`src/rtl/vga_cfg_pkg.sv`:
```
// Shared types and defaults for the VGA timing-configuration write arbiter.
package vga_cfg_pkg;

  localparam int unsigned CONFIG_WIDTH        = 4;
  localparam int unsigned DEF_TIMEOUT_CYCLES  = 16;

  typedef enum logic [2:0] {
    IDLE,
    WAIT_FRAME,
    ISSUE,
    WAIT_LOAD,
    RESP
  } state_e;

endpackage

```
`src/rtl/vga_cfg_arbiter_rr_priority_picker.sv`:
```
// Round-robin picker: first unmasked requester at or above ptr_i, wrapping to 0.
module rr_priority_picker #(
  parameter int unsigned NUM_REQ = 2,
  parameter int unsigned IW      = 1
) (
  input  logic [NUM_REQ-1:0] req_i,
  input  logic [NUM_REQ-1:0] mask_i,
  input  logic [IW-1:0]      ptr_i,
  output logic [NUM_REQ-1:0] grant_o,
  output logic [IW-1:0]      idx_o,
  output logic               any_o
);

  logic [NUM_REQ-1:0] eligible;

  assign eligible = req_i & ~mask_i;

  always_comb begin
    int unsigned k;
    grant_o = '0;
    idx_o   = '0;
    any_o   = 1'b0;
    k       = 0;
    for (int unsigned i = 0; i < NUM_REQ; i++) begin
      k = 32'(ptr_i) + i;
      if (k >= NUM_REQ) k = k - NUM_REQ;
      if (!any_o && eligible[k[IW-1:0]]) begin
        any_o               = 1'b1;
        idx_o               = k[IW-1:0];
        grant_o[k[IW-1:0]]  = 1'b1;
      end
    end
  end

endmodule

```
`src/rtl/vga_cfg_arbiter.sv`:
```
// Round-robin arbiter for the VGA config write port; writes are released on Frame_end.
// Optional WAIT_LOAD timeout abort is enabled with VGA_CFG_TIMEOUT_EN.
module vga_cfg_arbiter
  import vga_cfg_pkg::*;
#(
  parameter int unsigned NUM_REQ        = 2,
  parameter int unsigned CONFIG_WIDTH   = vga_cfg_pkg::CONFIG_WIDTH,
  parameter int unsigned TIMEOUT_CYCLES = DEF_TIMEOUT_CYCLES
) (
  input  logic                            Clk,
  input  logic                            Rst,
  input  logic [NUM_REQ-1:0]              Req,
  input  logic [NUM_REQ*CONFIG_WIDTH-1:0] Req_addr,
  input  logic [NUM_REQ*CONFIG_WIDTH-1:0] Req_data,
  output logic [NUM_REQ-1:0]              Ack,
  input  logic                            Frame_end,
  input  logic                            Load_config,
  output logic                            Cfg_valid,
  output logic [CONFIG_WIDTH-1:0]         Cfg_addr,
  output logic [CONFIG_WIDTH-1:0]         Cfg_data,
  output logic                            Busy,
  output logic                            Err
);

  localparam int unsigned IW = (NUM_REQ > 1) ? $clog2(NUM_REQ) : 1;

  state_e                  state_q, state_d;
  logic [IW-1:0]           ptr_q, ptr_d, gidx_q, gidx_d;
  logic [NUM_REQ-1:0]      gnt_q, gnt_d, mask_q, mask_d, ack_q, ack_d;
  logic [CONFIG_WIDTH-1:0] addr_q, addr_d, data_q, data_d;
  logic                    valid_q, valid_d, busy_q, busy_d, err_q, err_d;
  logic [NUM_REQ-1:0]      pick_grant;
  logic [IW-1:0]           pick_idx;
  logic                    pick_any;
  logic                    tmo_hit;

  rr_priority_picker #(
    .NUM_REQ (NUM_REQ),
    .IW      (IW)
  ) u_picker (
    .req_i   (Req),
    .mask_i  (mask_q),
    .ptr_i   (ptr_q),
    .grant_o (pick_grant),
    .idx_o   (pick_idx),
    .any_o   (pick_any)
  );

`ifdef VGA_CFG_TIMEOUT_EN
  localparam int unsigned TW = $clog2(TIMEOUT_CYCLES + 1);
  logic [TW-1:0] tmo_q, tmo_d;

  // tmo_q counts completed WAIT_LOAD cycles; expiry on the last one
  assign tmo_hit = (tmo_q == TW'(TIMEOUT_CYCLES - 1));
  assign tmo_d   = (state_q == WAIT_LOAD) ? tmo_q + TW'(1) : '0;

  always_ff @(posedge Clk) begin
    if (Rst) tmo_q <= '0;
    else     tmo_q <= tmo_d;
  end
`else
  assign tmo_hit = 1'b0;
`endif

  always_comb begin
    state_d = state_q;
    ptr_d   = ptr_q;
    gidx_d  = gidx_q;
    gnt_d   = gnt_q;
    addr_d  = addr_q;
    data_d  = data_q;
    mask_d  = '0;
    ack_d   = '0;
    err_d   = 1'b0;
    unique case (state_q)
      IDLE: begin
        if (pick_any) begin
          gidx_d  = pick_idx;
          gnt_d   = pick_grant;
          addr_d  = Req_addr[32'(pick_idx)*CONFIG_WIDTH +: CONFIG_WIDTH];
          data_d  = Req_data[32'(pick_idx)*CONFIG_WIDTH +: CONFIG_WIDTH];
          state_d = WAIT_FRAME;
        end
      end
      WAIT_FRAME: if (Frame_end) state_d = ISSUE;
      ISSUE:      state_d = WAIT_LOAD;
      WAIT_LOAD: begin
        // Ack/Err are registered, so they are set on the edge entering RESP
        if (Load_config) begin
          state_d = RESP;
          ack_d   = gnt_q;
        end else if (tmo_hit) begin
          state_d = RESP;
          ack_d   = gnt_q;
          err_d   = 1'b1;
        end
      end
      RESP: begin
        ptr_d   = (gidx_q == IW'(NUM_REQ - 1)) ? '0 : gidx_q + IW'(1);
        mask_d  = gnt_q;
        state_d = IDLE;
      end
      default: state_d = IDLE;
    endcase
    valid_d = (state_d == ISSUE);
    busy_d  = (state_d != IDLE);
  end

  always_ff @(posedge Clk) begin
    if (Rst) begin
      state_q <= IDLE;
      ptr_q   <= '0;
      gidx_q  <= '0;
      gnt_q   <= '0;
      mask_q  <= '0;
      addr_q  <= '0;
      data_q  <= '0;
      ack_q   <= '0;
      valid_q <= 1'b0;
      busy_q  <= 1'b0;
      err_q   <= 1'b0;
    end else begin
      state_q <= state_d;
      ptr_q   <= ptr_d;
      gidx_q  <= gidx_d;
      gnt_q   <= gnt_d;
      mask_q  <= mask_d;
      addr_q  <= addr_d;
      data_q  <= data_d;
      ack_q   <= ack_d;
      valid_q <= valid_d;
      busy_q  <= busy_d;
      err_q   <= err_d;
    end
  end

  assign Ack       = ack_q;
  assign Cfg_valid = valid_q;
  assign Cfg_addr  = addr_q;
  assign Cfg_data  = data_q;
  assign Busy      = busy_q;
  assign Err       = err_q;

endmodule

```
`config.mk`:
```
export PLATFORM = sky130hd
export DESIGN_NAME = vga_cfg_arbiter
export DESIGN_NICKNAME = d
export VERILOG_FILES = /design/src/rtl/vga_cfg_pkg.sv /design/src/rtl/vga_cfg_arbiter_rr_priority_picker.sv /design/src/rtl/vga_cfg_arbiter.sv
export SDC_FILE = /design/constraint.sdc
export NUM_CORES = 1
export LEC_CHECK = 0
export ABC_AREA = 0
export CAP_MARGIN = 5
export CORE_ASPECT_RATIO = 1.2
export CORE_UTILIZATION = 35
export DETAILED_ROUTE_END_ITERATION = 16
export GPL_TIMING_DRIVEN = 0
export PLACE_DENSITY_LB_ADDON = 0.3
export REMOVE_ABC_BUFFERS = 1
export SKIP_CTS_REPAIR_TIMING = 1
export SKIP_LAST_GASP = 1
export SYNTH_ARGS = -nofsm -noshare
export SYNTH_HDL_FRONTEND = slang
export SYNTH_SLANG_ARGS = --single-unit
```
`constraint.sdc`:
```
create_clock -name Clk -period 1.4 [get_ports Clk]
set_input_delay 0.21 -clock Clk [delete_from_list [all_inputs] [get_ports Clk]]
set_output_delay 0.21 -clock Clk [all_outputs]
set_load 0.03 [all_outputs]
```
==> qor.txt, run 1 <==
Worst IR Drop VDD = 0.659 mV
clk slew on worst S/H paths = 0.11 ns
RSZ-0062 raised after global routing = true
arrival time worst endpoint = 1.54 ns
fill count = 213
deepest clock path buffer count = 2
worst-margin pin slew = 0.780 ns
number of setup violations in the final report = 0
global-route wire length before repair = 2660 um
Reg-to-Reg End = Cfg_data[3]
I/O Pins = 35
Sink Count = 21
Max-slew headroom = 0.479
dpl cells = 144
syn_area_per_cell = 10.2 um2
placed cell areas = 1190 um2
GRT overflow = 0
max-cap violations = 0
largest net degree at the start of global routing = 20
Reg2Reg Depth = 5
routed wire length = 1940 um
Vias = 782
hold_ws = 0.460 ns
power per cell area = 1050 nW/um2
Tot Pwr = 0.00143 W
Die W = 48.0 um
Hold Path Class = reg2reg
Final Util = 0.580
critical path startpoint category = flip-flop
Fmax = 724 MHz
Num CTS Buffers = 3
root buf cell = clkbuf_4
clk_lat worst skew = 0.29 ns
Hold Path Stages = 1
count of different cell masters after synthesis = 27
GRT Overall Usage = 0.131
num rows = 19
sequential share of the synthesized area = 0.473
fin nets = 149
hold endpoint = ptr_q
outcome = finished clean
flops & latches, synth = 21
post-route ant nets = 0
hold wc startpoint = gidx_q
Post-Syn Area = 888 um2
Buffers on Ports = 33
Inserted Diodes = 0
initial drt markers = 5
area of the die = 2740 um2
initial core utilization = 0.377
Avg Vias per Cell = 4.98
Final Cycle Share = 0.987
DP HPWL = 1160 um
DRC violations left = 0
Non-Filler Instances = 157
CTS H-Tree Depth = 1
area delta synth->final = 53.7%
DRT Pass-1 Iters = 4
worst r2r src = state_q[1]
Slew Limit Fails = 0
Crit Path Class = reg2reg
Tmin final = 1.38 ns
post-route cell area = 1370 um2
Synth async-reset ratio = 0
per-cell routed wire length = 12.3 um
core area = 2350 um2
number of synthesized flops with an enable pin = 0
R2R Setup Slk = 0.02 ns
Yosys warning total = 0
Lkg Pwr = 0.679 nW
CP Capture Type = flip-flop
initial antenna violation count = 0
hold violation count in the final report = 0
routability cong. = 0.739
CTS tree = built
Mapped Cells = 87
vias in the first global route = 646
Die Y = 57.2 um
Worst Path Max Fanout = 8
WP data required = 1.56 ns
Synth Flop Type = dfxtp_1
layout cells sized above 1 = 0.175
clock skew = 0.00121 ns
-- how the worst max path moves through the flow --
stage | from | to | slack [ns] | cells after the start
detailed placement | Req[0] | Cfg_addr[0] | -0.60 | 5
floorplan | mask_q[1] | Cfg_addr[3] | -0.03 | 4
CTS | state_q[2] | Cfg_addr[0] | -0.31 | 4
finish | state_q[1] | Cfg_data[3] | 0.02 | 5
global placement | Req[1] | Cfg_data[3] | -0.55 | 5
global route | state_q[1] | Cfg_data[3] | -0.06 | 5
-- cells in the mapped netlist (all sizes together), types with 2 or more instances --
master	count	share of area
o21ai	2	0.011
a21oi	3	0.017
nand2	5	0.021
nor2	10	0.048
a22oi	2	0.017
a211oi	9	0.087
nor4	2	0.014
inv	2	0.0085
nor2b	3	0.021
dfxtp	21	0.47
and2	2	0.014
buf	5	0.069
clkbuf	2	0.0085
nor3	3	0.030
nor3b	2	0.017
mux2i	8	0.090
-- worst max-delay path, cell delays in order (launching register included) --
cell and delay, ns:
dfxtp_1 0.40, nor3_4 0.32, buf_4 0.17, o21a_4 0.17
buf_4 0.12, a211oi_2 0.05
-- metrics by stage --
stage | setup WS (ns) | setup TNS, ns
floorplan | -0.0300 | -0.0601
global placement | -0.549 | -7.18
detailed placement | -0.602 | -7.51
CTS | -0.307 | -4.32
global route | -0.0561 | -0.156
finish | 0.0182 | 0
-- kinds of logic after synthesis --
family	Yosys count	synth area share
other cells	1	0.00422
flops	21	0.473
simple gates	29	0.183
mux	8	0.0901
buf+inv	9	0.0859
compound gates	19	0.163
-- state kept, by name, summed over array words and instances (netlist names) --
name	count
Ack	2
state_q	3
mask_q	2
gnt_q	2
ptr_q	1
Busy	1
Cfg_valid	1
Cfg_data	4
Cfg_addr	4
gidx_q	1
-- where the power goes --
part           internal (W)  switching [W]
logic              0.000232       0.000230
registers          0.000652      0.0000367
clock network      0.000111       0.000169
total              0.000995       0.000436
-- cell type report --
class,instances,area [um2],share of cell area
timing repair buffer,39,408,0.299
sequential,21,420,0.308
clock buffer,4,26.3,0.0192
inverter,2,7.51,0.00550
tap,31,38.8,0.0284
multi-input combinational,60,464,0.340
-- layout by cell type, fill, tap and decap left out --
master	n
a21oi_1	3
a211oi_1	7
o21ai_1	1
o21a_2	1
dlymetal6s2s_1	13
dfxtp_1	21
o21a_4	2
nor2b_4	1
nor2_2	2
a311oi_1	1
a21boi_4	2
a22oi_1	2
clkbuf_4	3
clkbuf_1	1
and2_1	2
inv_1	2
nor3_1	2
nor3b_1	2
clkdlybuf4s50_1	20
a211oi_2	2
nor4_1	2
buf_4	6
and2b_2	1
mux2i_1	8
nor4b_2	1
conb_1	1
nor2b_1	2
o21ai_0	1
nor3_4	1
nor2_1	8
nand2_1	5
-- layer usage --
| layer | share of wire | track usage | routed length, um |
|---|---|---|---|
| met3 | 0.069 | 0.0411 | 133 |
| met2 | 0.53 | 0.203 | 1030 |
| met1 | 0.40 | 0.168 | 767 |
| met5 | 0 | 0 | 0 |
| met4 | 0.0052 | 0.0476 | 10 |
Power figures use the tool's default switching activity.
==> run 2, diff against run 1 <==
--- a/config.mk
+++ b/config.mk
@@ -8,7 +8,7 @@
 export ABC_AREA = 0
 export CAP_MARGIN = 5
 export CORE_ASPECT_RATIO = 1.2
-export CORE_UTILIZATION = 35
+export CORE_UTILIZATION = 38
 export DETAILED_ROUTE_END_ITERATION = 16
 export GPL_TIMING_DRIVEN = 0
 export PLACE_DENSITY_LB_ADDON = 0.3
==> run 2 against run 1 <==
Compared with the run above:
- the flow now finishes with violations (negative setup slack)
- largest power group unchanged
- non-clock buffer count did not move
- clock-buffer cell count fell by 1
- flip-flop and latch count did not move
- clock power rose by 3%
==> qor.txt, run 2 (synthesis gave the netlist of run 1 again) <==
Max-slew headroom = 0.496
RSZ-0062 raised after global routing = true
fin nets = 147
Worst Setup Slack, final = -0.0297 ns
clk slew on worst S/H paths = 0.11 ns
max-cap violations = 0
fill count = 187
grt peak-use layer = met2
GRT Overall Usage = 0.146
CTS tree = built
Worst Path Max Fanout = 7
Hold Path Class = reg2reg
clk_lat worst skew = 0.30 ns
Die W = 46.1 um
deepest clock path buffer count = 2
Crit path max-delay family = flip-flops
met2 global-route usage = 0.256
post-route ant nets = 0
DRT Pass-1 Iters = 4
Buf/Inv on CP = 1
Avg Vias per Cell = 4.95
power per cell area = 1050 nW/um2
vias in the first global route = 657
Die Y = 55.0 um
arrival time worst endpoint = 1.60 ns
CP Capture Type = flip-flop
area of the die = 2540 um2
CTS H-Tree Depth = 1
critical path startpoint category = flip-flop
initial drt markers = 2
Buffers on Ports = 33
area delta synth->final = 52.7%
Fmax = 699 MHz
num rows = 18
initial core utilization = 0.415
commonest non-fill, non-tap cells in the layout = dfxtp_1 (20), clkdlybuf4s50_1 (20), dlymetal6s2s_1 (13)
hold_ws = 0.461 ns
Inserted Diodes = 0
hold violation count in the final report = 0
number of setup violations in the final report = 5
Slew Limit Fails = 0
core area = 2140 um2
met1 Track Usage GR = 0.155
slowest stage delay, CP = 0.33 ns
worst-margin pin slew = 0.754 ns
clock skew = 0.00596 ns
initial antenna violation count = 0
per-cell routed wire length = 11.3 um
critical path, cell by cell = and2b_2 -> a21boi_4 -> buf_12 -> mux2i_4 -> a211oi_2
Worst IR Drop VDD = 0.659 mV
layout cells sized above 1 = 0.185
DRC violations left = 0
routed wire length = 1740 um
I/O Pins = 35
GRT overflow = 0
met3 usage = 0.0455
WP data required = 1.57 ns
Num CTS Buffers = 3
Final Cycle Share = 1.02
DP HPWL = 1190 um
routability cong. = 0.727
Sink Count = 21
largest net degree at the start of global routing = 20
crit path max-delay cell type = dfxtp_2
global-route wire length before repair = 2620 um
Crit Path Class = reg2reg
Lkg Pwr = 0.672 nW
outcome = complete, but fails checks
Tmin final = 1.43 ns
failing checks = negative setup slack
Vias = 763
Final Util = 0.634
root buf cell = clkbuf_4
-- run 2: cell types whose count changed in the layout (fill, tap and decap cells not counted), sizes merged --
cell    change
clkbuf      -1
o21a        -1
a21boi      -1
clkinv      +1
-- run 2: final cells by class --
class / instances / area (um2) / area share
repair buffers: 39 / 424 / 0.313
multi-input cells: 58 / 438 / 0.323
well taps: 30 / 37.5 / 0.0277
inverters: 2 / 7.51 / 0.00554
clock buffers: 3 / 22.5 / 0.0166
clock inverters: 1 / 5.00 / 0.00369
flip-flops and latches: 21 / 422 / 0.311
-- run 2: metal layers --
layer	vias up	wire, um
met1	344	721
li1	379	-
met3	5	145
met5	-	0
met2	35	836
met4	0	34
-- run 2: worst register-to-register path: cells and delay by family (launching register included) --
kind                   cells  cell delay, ns
AND/OR/NAND/NOR            1            0.26
AO/OA/AOI/OAI              2            0.33
buffers and inverters      1            0.16
flip-flops                 1            0.33
multiplexers               1            0.22
-- run 2: worst paths after layout --
check             startpoint          end  slack (ns)  cells after the start
hold / removal        gidx_q        ptr_q        0.46                      1
setup reg to reg   mask_q[1]  Cfg_addr[3]       -0.03                      5
hold reg to reg       gidx_q        ptr_q        0.46                      1
setup / recovery   mask_q[1]  Cfg_addr[3]       -0.03                      5
-- run 2: power by group --
part / switching [W] / internal [W]
Combinational: 0.000221 / 0.000224
Clock: 0.000180 / 0.000107
Sequential: 0.0000356 / 0.000652
-- run 2: metrics by stage --
stage | area [um2] | TNS, ns | std cells | setup slack, ns | power, W
CTS | 1210 | -4.63 | 147 | -0.304 | 0.00138
floorplan | 820 | -0.0601 | 80 | -0.0300 | 0.000923
global route | 1360 | -0.525 | 154 | -0.102 | 0.00150
global placement | 1190 | -7.00 | 143 | -0.552 | 0.00109
detailed placement | 1190 | -7.79 | 143 | -0.612 | 0.00109
finish | 1360 | -0.0725 | 154 | -0.0297 | 0.00142
==> run 3, diff against run 2 <==
--- a/config.mk
+++ b/config.mk
@@ -7,8 +7,11 @@
 export LEC_CHECK = 0
 export ABC_AREA = 0
 export CAP_MARGIN = 5
+export CELL_PAD_IN_SITES_DETAIL_PLACEMENT = 2
+export CELL_PAD_IN_SITES_GLOBAL_PLACEMENT = 2
 export CORE_ASPECT_RATIO = 1.2
-export CORE_UTILIZATION = 38
+export CORE_MARGIN = 4
+export CORE_UTILIZATION = 22
 export DETAILED_ROUTE_END_ITERATION = 16
 export GPL_TIMING_DRIVEN = 0
 export PLACE_DENSITY_LB_ADDON = 0.3
==> run 3 against run 2 <==
Compared with the run above:
- the flow still finishes with violations (negative setup slack)
- die area rose by 100%
- worst hold slack improved by 0.0075 ns
- clock skew barely moved
- total power rose by 9.2%
- cell area rose by 3.2%
- global-route usage fell by 5.3 points
- sequential share of layout area fell by 0.88 points
- register-to-register slack barely moved
- non-clock buffer count fell by 3
- clock-buffer cell count did not move
- final cell count rose by 15%
- fmax rose by 1.1%
- critical path type unchanged
- largest cell class unchanged
- highest routed layer unchanged
==> qor.txt, run 3 (synthesis gave the netlist of run 1 again) <==
outcome = complete, but fails checks
failing checks = negative setup slack
layout cells sized above 1 = 0.187
post-route cell area = 1400 um2
Gate power share = 0.292
Die W = 66.0 um
global-route wire length before repair = 3730 um
post-route ant nets = 0
fin nets = 146
Tmin final = 1.41 ns
CP Capture Type = flip-flop
initial drt markers = 19
Worst Path Max Fanout = 6
area of the die = 5120 um2
DRT Pass-1 Iters = 3
initial antenna violation count = 0
deepest clock path buffer count = 2
placed cell areas = 1220 um2
clk slew on worst S/H paths = 0.08 ns
Sw Ratio = 0.310
Final Util = 0.358
clk_lat worst skew = 0.26 ns
Clk pwr share = 0.263
DRC violations left = 0
Final Cycle Share = 1.01
Die Y = 77.6 um
Crit Path Class = reg2reg
routed wire length = 2440 um
Buffers on Ports = 33
root buf cell = clkbuf_8
Hold Path Class = reg2reg
Sink Count = 21
vias in the first global route = 814
I/O Pins = 35
WP data required = 1.51 ns
routability cong. = 0.678
initial core utilization = 0.227
clock skew = 0.00592 ns
Avg Vias per Cell = 4.41
CTS tree = built
area delta synth->final = 57.6%
power per cell area = 1110 nW/um2
switching power = 0.000480 W
sum of negative setup slack = -0.0165 ns
largest net degree at the start of global routing = 20
Lkg Pwr = 0.687 nW
number of setup violations in the final report = 2
GRT Overall Usage = 0.0930
Worst Setup Slack, final = -0.0148 ns
GRT overflow = 0
Inserted Diodes = 0
worst-margin pin slew = 0.804 ns
RSZ-0062 raised after global routing = true
Num CTS Buffers = 3
commonest non-fill, non-tap cells in the layout = dfxtp_1 (19), clkdlybuf4s50_1 (19), dlymetal6s2s_1 (14)
per-cell routed wire length = 13.8 um
Fmax = 707 MHz
Max-slew headroom = 0.463
hold violation count in the final report = 0
Vias = 780
arrival time worst endpoint = 1.52 ns
critical path startpoint category = flip-flop
DP HPWL = 1670 um
max-cap violations = 0
Worst IR Drop VDD = 0.354 mV
CTS H-Tree Depth = 1
num rows = 25
Slew Limit Fails = 0
Reg power frac = 0.445
Tot Pwr = 0.00155 W
Internal Power = 0.00107 W
core area = 3910 um2
==> run 3: path summary, 6_finish.rpt <==
kind,from,to,slack (ns),cells after the start
worst min register to register,gidx_q,ptr_q,0.47,1
worst max-delay path,mask_q[1],Cfg_addr[2],-0.01,4
worst max register to register,mask_q[1],Cfg_addr[2],-0.01,4
worst min-delay path,gidx_q,ptr_q,0.47,1
==> run 3: worst max-delay path: stages (launching register included) <==
cell	delay, ns
dfxtp_1	0.30
and2b_2	0.29
a21boi_4	0.32
mux2i_1	0.24
a211oi_1	0.10
==> run 3: per-stage QoR <==
step                      hold WS [ns]  setup WS, ns  std cells
after global placement           0.433        -0.605        167
after floorplan                  0.275       -0.0300         80
after global routing             0.510       -0.0882        177
after detailed placement         0.458        -0.643        167
after CTS                        0.472        -0.377        171
final                            0.469       -0.0148        177
==> run 3: layout make-up <==
| class | instances | area [um2] |
|---|---|---|
| clock inverter | 1 | 5.00 |
| multi-input combinational | 60 | 468 |
| inverter | 2 | 7.51 |
| tap | 54 | 67.6 |
| fill | 430 | 2510 |
| timing repair buffer | 36 | 388 |
| sequential | 21 | 423 |
| clock buffer | 3 | 41.3 |
==> run 3: power groups by stage <==
stage / clock network (W) / logic, W / registers [W]
global placement: 0 / 0.000395 / 0.000702
global route: 0.000455 / 0.000493 / 0.000700
CTS: 0.000425 / 0.000408 / 0.000692
finish: 0.000407 / 0.000453 / 0.000689
detailed placement: 0 / 0.000406 / 0.000706
floorplan: 0 / 0.000150 / 0.000774
==> run 3: metal layers <==
metal / vias up / track usage / routed length, um
met4: 0 / 0.0366 / 34
li1: 384 / - / -
met5: - / 0 / 0
met3: 4 / 0.0420 / 219
met2: 30 / 0.159 / 1240
met1: 362 / 0.0973 / 941
